==> src/rtl/mram_bank_ctrl.sv <==
// ---------------------------------------------------------------------------
// mram_bank_ctrl
//
// Host-side access sequencer sitting directly in front of one MRAM bank
// macro. It takes one read or write request at a time over a valid/ready
// handshake, walks the bank pins through SETUP -> ACCESS -> RECOVER, and
// returns a single-cycle response once the bank signals completion (WRC for
// writes, LAT for reads) or once the access has run too long.
//
// Ports
//   CLK, RST            clock (rising edge) and synchronous active-high reset
//   req_valid/req_ready request handshake; req_ready is high only in IDLE
//   req_we              1 = write, 0 = read
//   req_addr            word address, A = addr[9:8], X = addr[7:0]
//   req_wdata           write word (data + ECC)
//   req_ben             byte enables, forwarded to BEN unchanged
//   cfg_trim            sense-delay trim, captured when a request is accepted
//   rsp_valid           one-cycle response strobe, one per accepted request
//   rsp_rdata           read word (0 for writes and timeouts), held until next
//   rsp_err             1 = access timed out, held until next response
//   A, X, CEB, WEB, BEN, Din, Vclamp, DELAY_TRIM   bank macro pins
//   OUT, WRC, LAT       bank read data, write-complete, read-latched
//
// Every output is driven straight from a flop.
// ---------------------------------------------------------------------------
module mram_bank_ctrl #(
  parameter int BANK_DEPTH     = 10,
  parameter int DATA_WIDTH     = 32,
  parameter int ECC_WIDTH      = 20,
  parameter int TOTAL_WIDTH    = DATA_WIDTH + ECC_WIDTH,
  parameter int BEN_WIDTH      = 4,
  parameter int TIMEOUT_CYCLES = 64,
  parameter int RECOVER_CYCLES = 2
) (
  input  logic                   CLK,
  input  logic                   RST,
  input  logic                   req_valid,
  output logic                   req_ready,
  input  logic                   req_we,
  input  logic [BANK_DEPTH-1:0]  req_addr,
  input  logic [TOTAL_WIDTH-1:0] req_wdata,
  input  logic [BEN_WIDTH-1:0]   req_ben,
  input  logic [1:0]             cfg_trim,
  output logic                   rsp_valid,
  output logic [TOTAL_WIDTH-1:0] rsp_rdata,
  output logic                   rsp_err,
  output logic [1:0]             A,
  output logic [7:0]             X,
  output logic                   CEB,
  output logic                   WEB,
  output logic [BEN_WIDTH-1:0]   BEN,
  output logic [TOTAL_WIDTH-1:0] Din,
  output logic                   Vclamp,
  output logic [1:0]             DELAY_TRIM,
  input  logic [TOTAL_WIDTH-1:0] OUT,
  input  logic                   WRC,
  input  logic                   LAT
);

  localparam int TO_W = $clog2(TIMEOUT_CYCLES + 1);
  localparam int RC_W = $clog2(RECOVER_CYCLES + 1);

  typedef enum logic [1:0] {
    ST_IDLE    = 2'd0,
    ST_SETUP   = 2'd1,
    ST_ACCESS  = 2'd2,
    ST_RECOVER = 2'd3
  } state_t;

  state_t                 state_r,     state_s;
  logic                   we_r,        we_s;
  logic [TO_W-1:0]        to_cnt_r,    to_cnt_s;
  logic [RC_W-1:0]        rc_cnt_r,    rc_cnt_s;
  logic                   req_ready_r, req_ready_s;
  logic [1:0]             a_r,         a_s;
  logic [7:0]             x_r,         x_s;
  logic                   ceb_r,       ceb_s;
  logic                   web_r,       web_s;
  logic [BEN_WIDTH-1:0]   ben_r,       ben_s;
  logic [TOTAL_WIDTH-1:0] din_r,       din_s;
  logic                   vclamp_r,    vclamp_s;
  logic [1:0]             trim_r,      trim_s;
  logic                   rsp_valid_r, rsp_valid_s;
  logic [TOTAL_WIDTH-1:0] rsp_rdata_r, rsp_rdata_s;
  logic                   rsp_err_r,   rsp_err_s;
  logic                   done_s;

  // Next-state and next-output logic; pins are computed one cycle ahead so
  // that every bank pin comes directly from a register.
  always_comb begin
    state_s     = state_r;
    we_s        = we_r;
    to_cnt_s    = to_cnt_r;
    rc_cnt_s    = rc_cnt_r;
    req_ready_s = req_ready_r;
    a_s         = a_r;
    x_s         = x_r;
    ceb_s       = ceb_r;
    web_s       = web_r;
    ben_s       = ben_r;
    din_s       = din_r;
    vclamp_s    = vclamp_r;
    trim_s      = trim_r;
    rsp_valid_s = 1'b0;
    rsp_rdata_s = rsp_rdata_r;
    rsp_err_s   = rsp_err_r;
    // Only the flag matching the access direction can complete it.
    done_s      = we_r ? WRC : LAT;

    case (state_r)
      ST_IDLE: begin
        req_ready_s = 1'b1;
        if (req_valid && req_ready_r) begin
          // The pin registers double as the request latch: they load here
          // and are visible throughout the SETUP cycle.
          state_s     = ST_SETUP;
          req_ready_s = 1'b0;
          we_s        = req_we;
          a_s         = req_addr[9:8];
          x_s         = req_addr[7:0];
          ben_s       = req_ben;
          trim_s      = cfg_trim;
          din_s       = req_we ? req_wdata : {TOTAL_WIDTH{1'b0}};
          web_s       = ~req_we;
          vclamp_s    = ~req_we;
          ceb_s       = 1'b1;
        end else begin
          state_s     = ST_IDLE;
        end
      end

      ST_SETUP: begin
        state_s  = ST_ACCESS;
        ceb_s    = 1'b0;
        to_cnt_s = {TO_W{1'b0}};
      end

      ST_ACCESS: begin
        if (done_s) begin
          // Completion wins even on the last allowed cycle.
          state_s     = ST_RECOVER;
          rsp_valid_s = 1'b1;
          rsp_err_s   = 1'b0;
          rsp_rdata_s = we_r ? {TOTAL_WIDTH{1'b0}} : OUT;
          ceb_s       = 1'b1;
          web_s       = 1'b1;
          vclamp_s    = 1'b0;
          rc_cnt_s    = {RC_W{1'b0}};
        end else if (to_cnt_r == TO_W'(TIMEOUT_CYCLES - 1)) begin
          state_s     = ST_RECOVER;
          rsp_valid_s = 1'b1;
          rsp_err_s   = 1'b1;
          rsp_rdata_s = {TOTAL_WIDTH{1'b0}};
          ceb_s       = 1'b1;
          web_s       = 1'b1;
          vclamp_s    = 1'b0;
          rc_cnt_s    = {RC_W{1'b0}};
        end else begin
          to_cnt_s    = to_cnt_r + TO_W'(1);
        end
      end

      ST_RECOVER: begin
        if (rc_cnt_r == RC_W'(RECOVER_CYCLES - 1)) begin
          state_s     = ST_IDLE;
          req_ready_s = 1'b1;
        end else begin
          rc_cnt_s    = rc_cnt_r + RC_W'(1);
        end
      end

      default: begin
        state_s     = ST_IDLE;
        req_ready_s = 1'b1;
        ceb_s       = 1'b1;
        web_s       = 1'b1;
        vclamp_s    = 1'b0;
      end
    endcase
  end

  // State, counter and output registers with synchronous reset.
  always_ff @(posedge CLK) begin
    if (RST) begin
      state_r     <= ST_IDLE;
      we_r        <= 1'b0;
      to_cnt_r    <= {TO_W{1'b0}};
      rc_cnt_r    <= {RC_W{1'b0}};
      req_ready_r <= 1'b1;
      a_r         <= 2'd0;
      x_r         <= 8'd0;
      ceb_r       <= 1'b1;
      web_r       <= 1'b1;
      ben_r       <= {BEN_WIDTH{1'b0}};
      din_r       <= {TOTAL_WIDTH{1'b0}};
      vclamp_r    <= 1'b0;
      trim_r      <= 2'd0;
      rsp_valid_r <= 1'b0;
      rsp_rdata_r <= {TOTAL_WIDTH{1'b0}};
      rsp_err_r   <= 1'b0;
    end else begin
      state_r     <= state_s;
      we_r        <= we_s;
      to_cnt_r    <= to_cnt_s;
      rc_cnt_r    <= rc_cnt_s;
      req_ready_r <= req_ready_s;
      a_r         <= a_s;
      x_r         <= x_s;
      ceb_r       <= ceb_s;
      web_r       <= web_s;
      ben_r       <= ben_s;
      din_r       <= din_s;
      vclamp_r    <= vclamp_s;
      trim_r      <= trim_s;
      rsp_valid_r <= rsp_valid_s;
      rsp_rdata_r <= rsp_rdata_s;
      rsp_err_r   <= rsp_err_s;
    end
  end

  assign req_ready  = req_ready_r;
  assign rsp_valid  = rsp_valid_r;
  assign rsp_rdata  = rsp_rdata_r;
  assign rsp_err    = rsp_err_r;
  assign A          = a_r;
  assign X          = x_r;
  assign CEB        = ceb_r;
  assign WEB        = web_r;
  assign BEN        = ben_r;
  assign Din        = din_r;
  assign Vclamp     = vclamp_r;
  assign DELAY_TRIM = trim_r;

endmodule
==> config.mk <==
export PLATFORM = sky130hd
export DESIGN_NAME = mram_bank_ctrl
export DESIGN_NICKNAME = d
export VERILOG_FILES = /design/src/rtl/mram_bank_ctrl.sv
export SDC_FILE = /design/constraint.sdc
export NUM_CORES = 1
export LEC_CHECK = 0
export CORE_AREA = 2 2 122 124
export CTS_CLUSTER_SIZE = 40
export DETAILED_ROUTE_END_ITERATION = 7
export DIE_AREA = 0 0 124 126
export HOLD_SLACK_MARGIN = 0.1
export PLACE_DENSITY_LB_ADDON = 0.2
export SYNTH_ARGS = -nofsm -noshare
export SYNTH_HDL_FRONTEND = slang
export SYNTH_SLANG_ARGS = --single-unit
==> constraint.sdc <==
create_clock -name CLK -period 1.6 [get_ports CLK]
set_input_delay 0.48 -clock CLK [delete_from_list [all_inputs] [get_ports CLK]]
set_output_delay 0.48 -clock CLK [all_outputs]
set_load 0.005 [all_outputs]
==> run_results.csv <==
group,metric,value,unit
grt,overflow,0,
synthesis,yosys-top-cells-area,"dfxtp_1 (56%), a22o_1 (9.2%), a21oi_1 (7.9%)",
synthesis,ys_types,43,
floorplanning,dieArea,0.0156,mm²
sta,setup-tns-final,-0.0365,ns
synthesis,yosysTopAreaCellShare,55.8,%
clocking,cts_buffers,17,
clocking,clk_pin_slew_worst_paths,0.06,ns
final_layout,drive_above_1_share,12.3,%
final_layout,layoutNonFillerInstCount,996,
critical_path,timing.critical_path.from,"to_cnt_r[1]",
synthesis,syn_inst,528,
critical_path,crit-reg2reg-launch,"to_cnt_r[1]",
critical_path,cp_cell_sequence,"ha_4 > nand4b_1 > buf_4 > o21ai_4 > a21oi_4 > buf_12 > a22o_1",
placement,portBuffers,251,
synthesis,syn_area,0.00495,mm²
clocking,hold_buffers,0,
grt,grt_max_degree,57,
final_layout,final.fill_count,1252,
worst_hold_path,worstHoldStart,"Din[18]",
sta,grt_setup_unrepaired,"yes",
pwr,irDropWorstVdd,0.832,mV
clocking,clkSinkCount,138,
job,drv_cap,0,
routing,drtAntennaViolNets,0,
sta,holdWs,0.444,ns
sta,hold_violations,0,
sta,fin_ws,-0.00805,ns
routing,wl_per_cell,16.2,µm
critical_path,crit_required,1.90,ns
synthesis,synth.most_common_cell,"dfxtp_1",
critical_path,cp_slowest_cell,"dfxtp_2",
final_layout,area_growth,71.5,%
worst_hold_path,min_path_type,"reg2reg",
final_layout,finish.net_count,932,
synthesis,synth-edff-count,0,
routing,viasPerCell,4.96,
critical_path,critical_path_class,"reg2reg",
critical_path,critical_path_peak_fanout,18,
pwr,p_leak,3.76,nW
synthesis,yosysTopAreaCell,"dfxtp_1",
routing,vias,4939,
clocking,insertion_delay,0.41,ns
sta,worstMarginPinSlew,0.334,ns
sta,slew-limit-headroom,77.7,%
final_layout,antennaDiodeCount,0,
grt,antenna_found_initial,0,
floorplanning,rows,44,
grt,grt_pass1_vias,4830,
sta,fin_crit,1.61,ns
synthesis,ys_warn_count,0,
routing,first_pass_iters,4,
synthesis,syn_nets,661,
synthesis,ys_seq_area_share,55.8,%
floorplanning,core,0.0143,mm²
synthesis,synth-main-ff-cell,"dfxtp_1",
floorplanning,pin_count,252,
sta,clock.fmax,622,MHz
synthesis,async_reset_ff_share,0,%
routing,route.detailed.drc,0,
synthesis,synth_commonest_cells,"dfxtp_1 (138), nand2_1 (93), a21oi_1 (78)",
clocking,clk_path_buf_depth,2,
synthesis,syn_area_per_cell,9.38,µm²
critical_path,arrival,1.91,ns
placement,dpl_worst_slack,-0.413,ns
critical_path,crit_path_end_kind,"flip-flop",
placement,hpwl,11.1,mm
placement,gp_congestion,0.810,
sta,min_period_over_period,101,%
critical_path,critPathMaxStageDelay,0.36,ns
final_layout,final_util,59.3,%
sta,setup_viol,10,
floorplanning,die_h,126,µm
critical_path,worstSetupStartpointType,"flip-flop",
grt,grt_pass1_wl,24.2,mm
grt,grt.total_usage,19.8,%
clocking,cts_max_level,4,
run_status,outcome,"complete, but fails checks",
routing,drt_iter0_markers,172,
sta,skew,0.00692,ns
routing,totalWireLength,16.1,mm
pwr,power_density,1320,mW/mm²
floorplanning,start_util,34.6,%
floorplanning,die_w,124,µm
synthesis,ys_ff_latch,138,
run_status,violations,"negative setup slack",
placement,dpl.cell_count,951,
sta,slew_violations,0,
clocking,cts_root_buffer,"clkbuf_16",
clocking,cts_tree,"yes",
==> final timing paths <==
| path | depth (start not counted) | slack [ns] | end |
|---|---|---|---|
| max | 7 | -0.008 | rsp_rdata[0] |
| min | 2 | 0.44 | Din[18] |
| max reg2reg | 7 | -0.008 | rsp_rdata[0] |
| min reg2reg | 2 | 0.44 | Din[18] |
==> layer usage <==
metal | global-route usage (%) | vias up | part of all wire [%]
met5 | 0 | - | 0
met1 | 21.8 | 2312 | 39
li1 | - | 2406 | -
met3 | 10.1 | 16 | 11
met4 | 6.68 | 0 | 1.3
met2 | 32.9 | 205 | 48
==> critical path: cells and delay by family (launching register included) <==
family / cells / cell delay [ns]
flip-flops: 1 / 0.36
adder cells (fa/ha/maj): 1 / 0.14
buffers and inverters: 2 / 0.38
AND/OR/NAND/NOR: 1 / 0.17
AO/OA/AOI/OAI: 3 / 0.47
==> cell type report <==
type / count / area [µm²] / area share, %
inverters: 6 / 22.5 / 0.265
clock inverters: 10 / 164 / 1.93
clock buffers: 22 / 474 / 5.58
repair buffers: 297 / 2830 / 33.3
multi-input cells: 339 / 2000 / 23.6
flip-flops and latches: 138 / 2770 / 32.6
well taps: 184 / 230 / 2.71
==> placed cells by master, fill, tap and decap left out, types with 2 or more instances in the layout <==
master	synthesis	final
nand4_1	2	2
dfxtp_2	0	7
dfxtp_1	138	131
buf_2	5	3
ha_2	0	2
clkinv_4	0	2
o21ai_0	8	8
nand3_1	61	60
and3_1	3	2
clkbuf_1	26	2
clkinv_2	0	2
buf_4	1	30
dlygate4sd2_1	0	127
bufinv_16	0	4
nand2b_1	2	2
a21oi_1	78	78
a22o_1	52	52
buf_12	0	6
inv_1	5	5
buf_6	6	5
nor3_1	3	3
buf_8	0	2
clkbuf_8	0	3
nor2_1	3	3
clkdlybuf4s50_1	0	122
nand2_1	93	93
or3_1	3	3
clkbuf_16	0	19
o21a_1	2	2
ha_1	7	4
==> through the flow <==
step	area, µm²	total power [mW]
final	8490	11.2
after global routing	8490	11.8
after CTS	8350	11.2
after detailed placement	7800	7.13
after global placement	7800	7.05
after floorplan	4950	5.44
==> registers in the layout, indices dropped and copies added, names as in the netlist <==
name / count
req_ready: 1
DELAY_TRIM: 2
we_r: 1
CEB: 1
Din: 52
WEB: 1
rsp_valid: 1
to_cnt_r: 7
state_r: 2
rsp_rdata: 52
rc_cnt_r: 2
X: 8
A: 2
BEN: 4
Vclamp: 1
rsp_err: 1
==> cells by family (layout without fill, tap and decap cells) <==
kind of cell             Yosys count  in the layout  share of synthesized area [%]
buffers and inverters             51            335                           4.98
AO/OA/AOI/OAI                    154            154                           20.7
AND/OR/NAND/NOR                  177            177                           16.3
multiplexers                       1              1                          0.455
adder cells (fa/ha/maj)            7              7                           1.77
flip-flops                       138            138                           55.8
==> where the power goes <==
| part | switching [mW] | internal (mW) |
|---|---|---|
| clock network | 1.48 | 2.74 |
| logic | 1.42 | 1.51 |
| registers | 0.216 | 3.86 |
==> repair_timing <==
item | CTS | global route
resized for setup | 142 | 9
pin swaps | 4 | 5
endpoints found under the setup margin | 199 | 96
cloned | 0 | 6
buffers inserted | 3 | 4
Note: power is estimated with default switching activity, not from simulation.
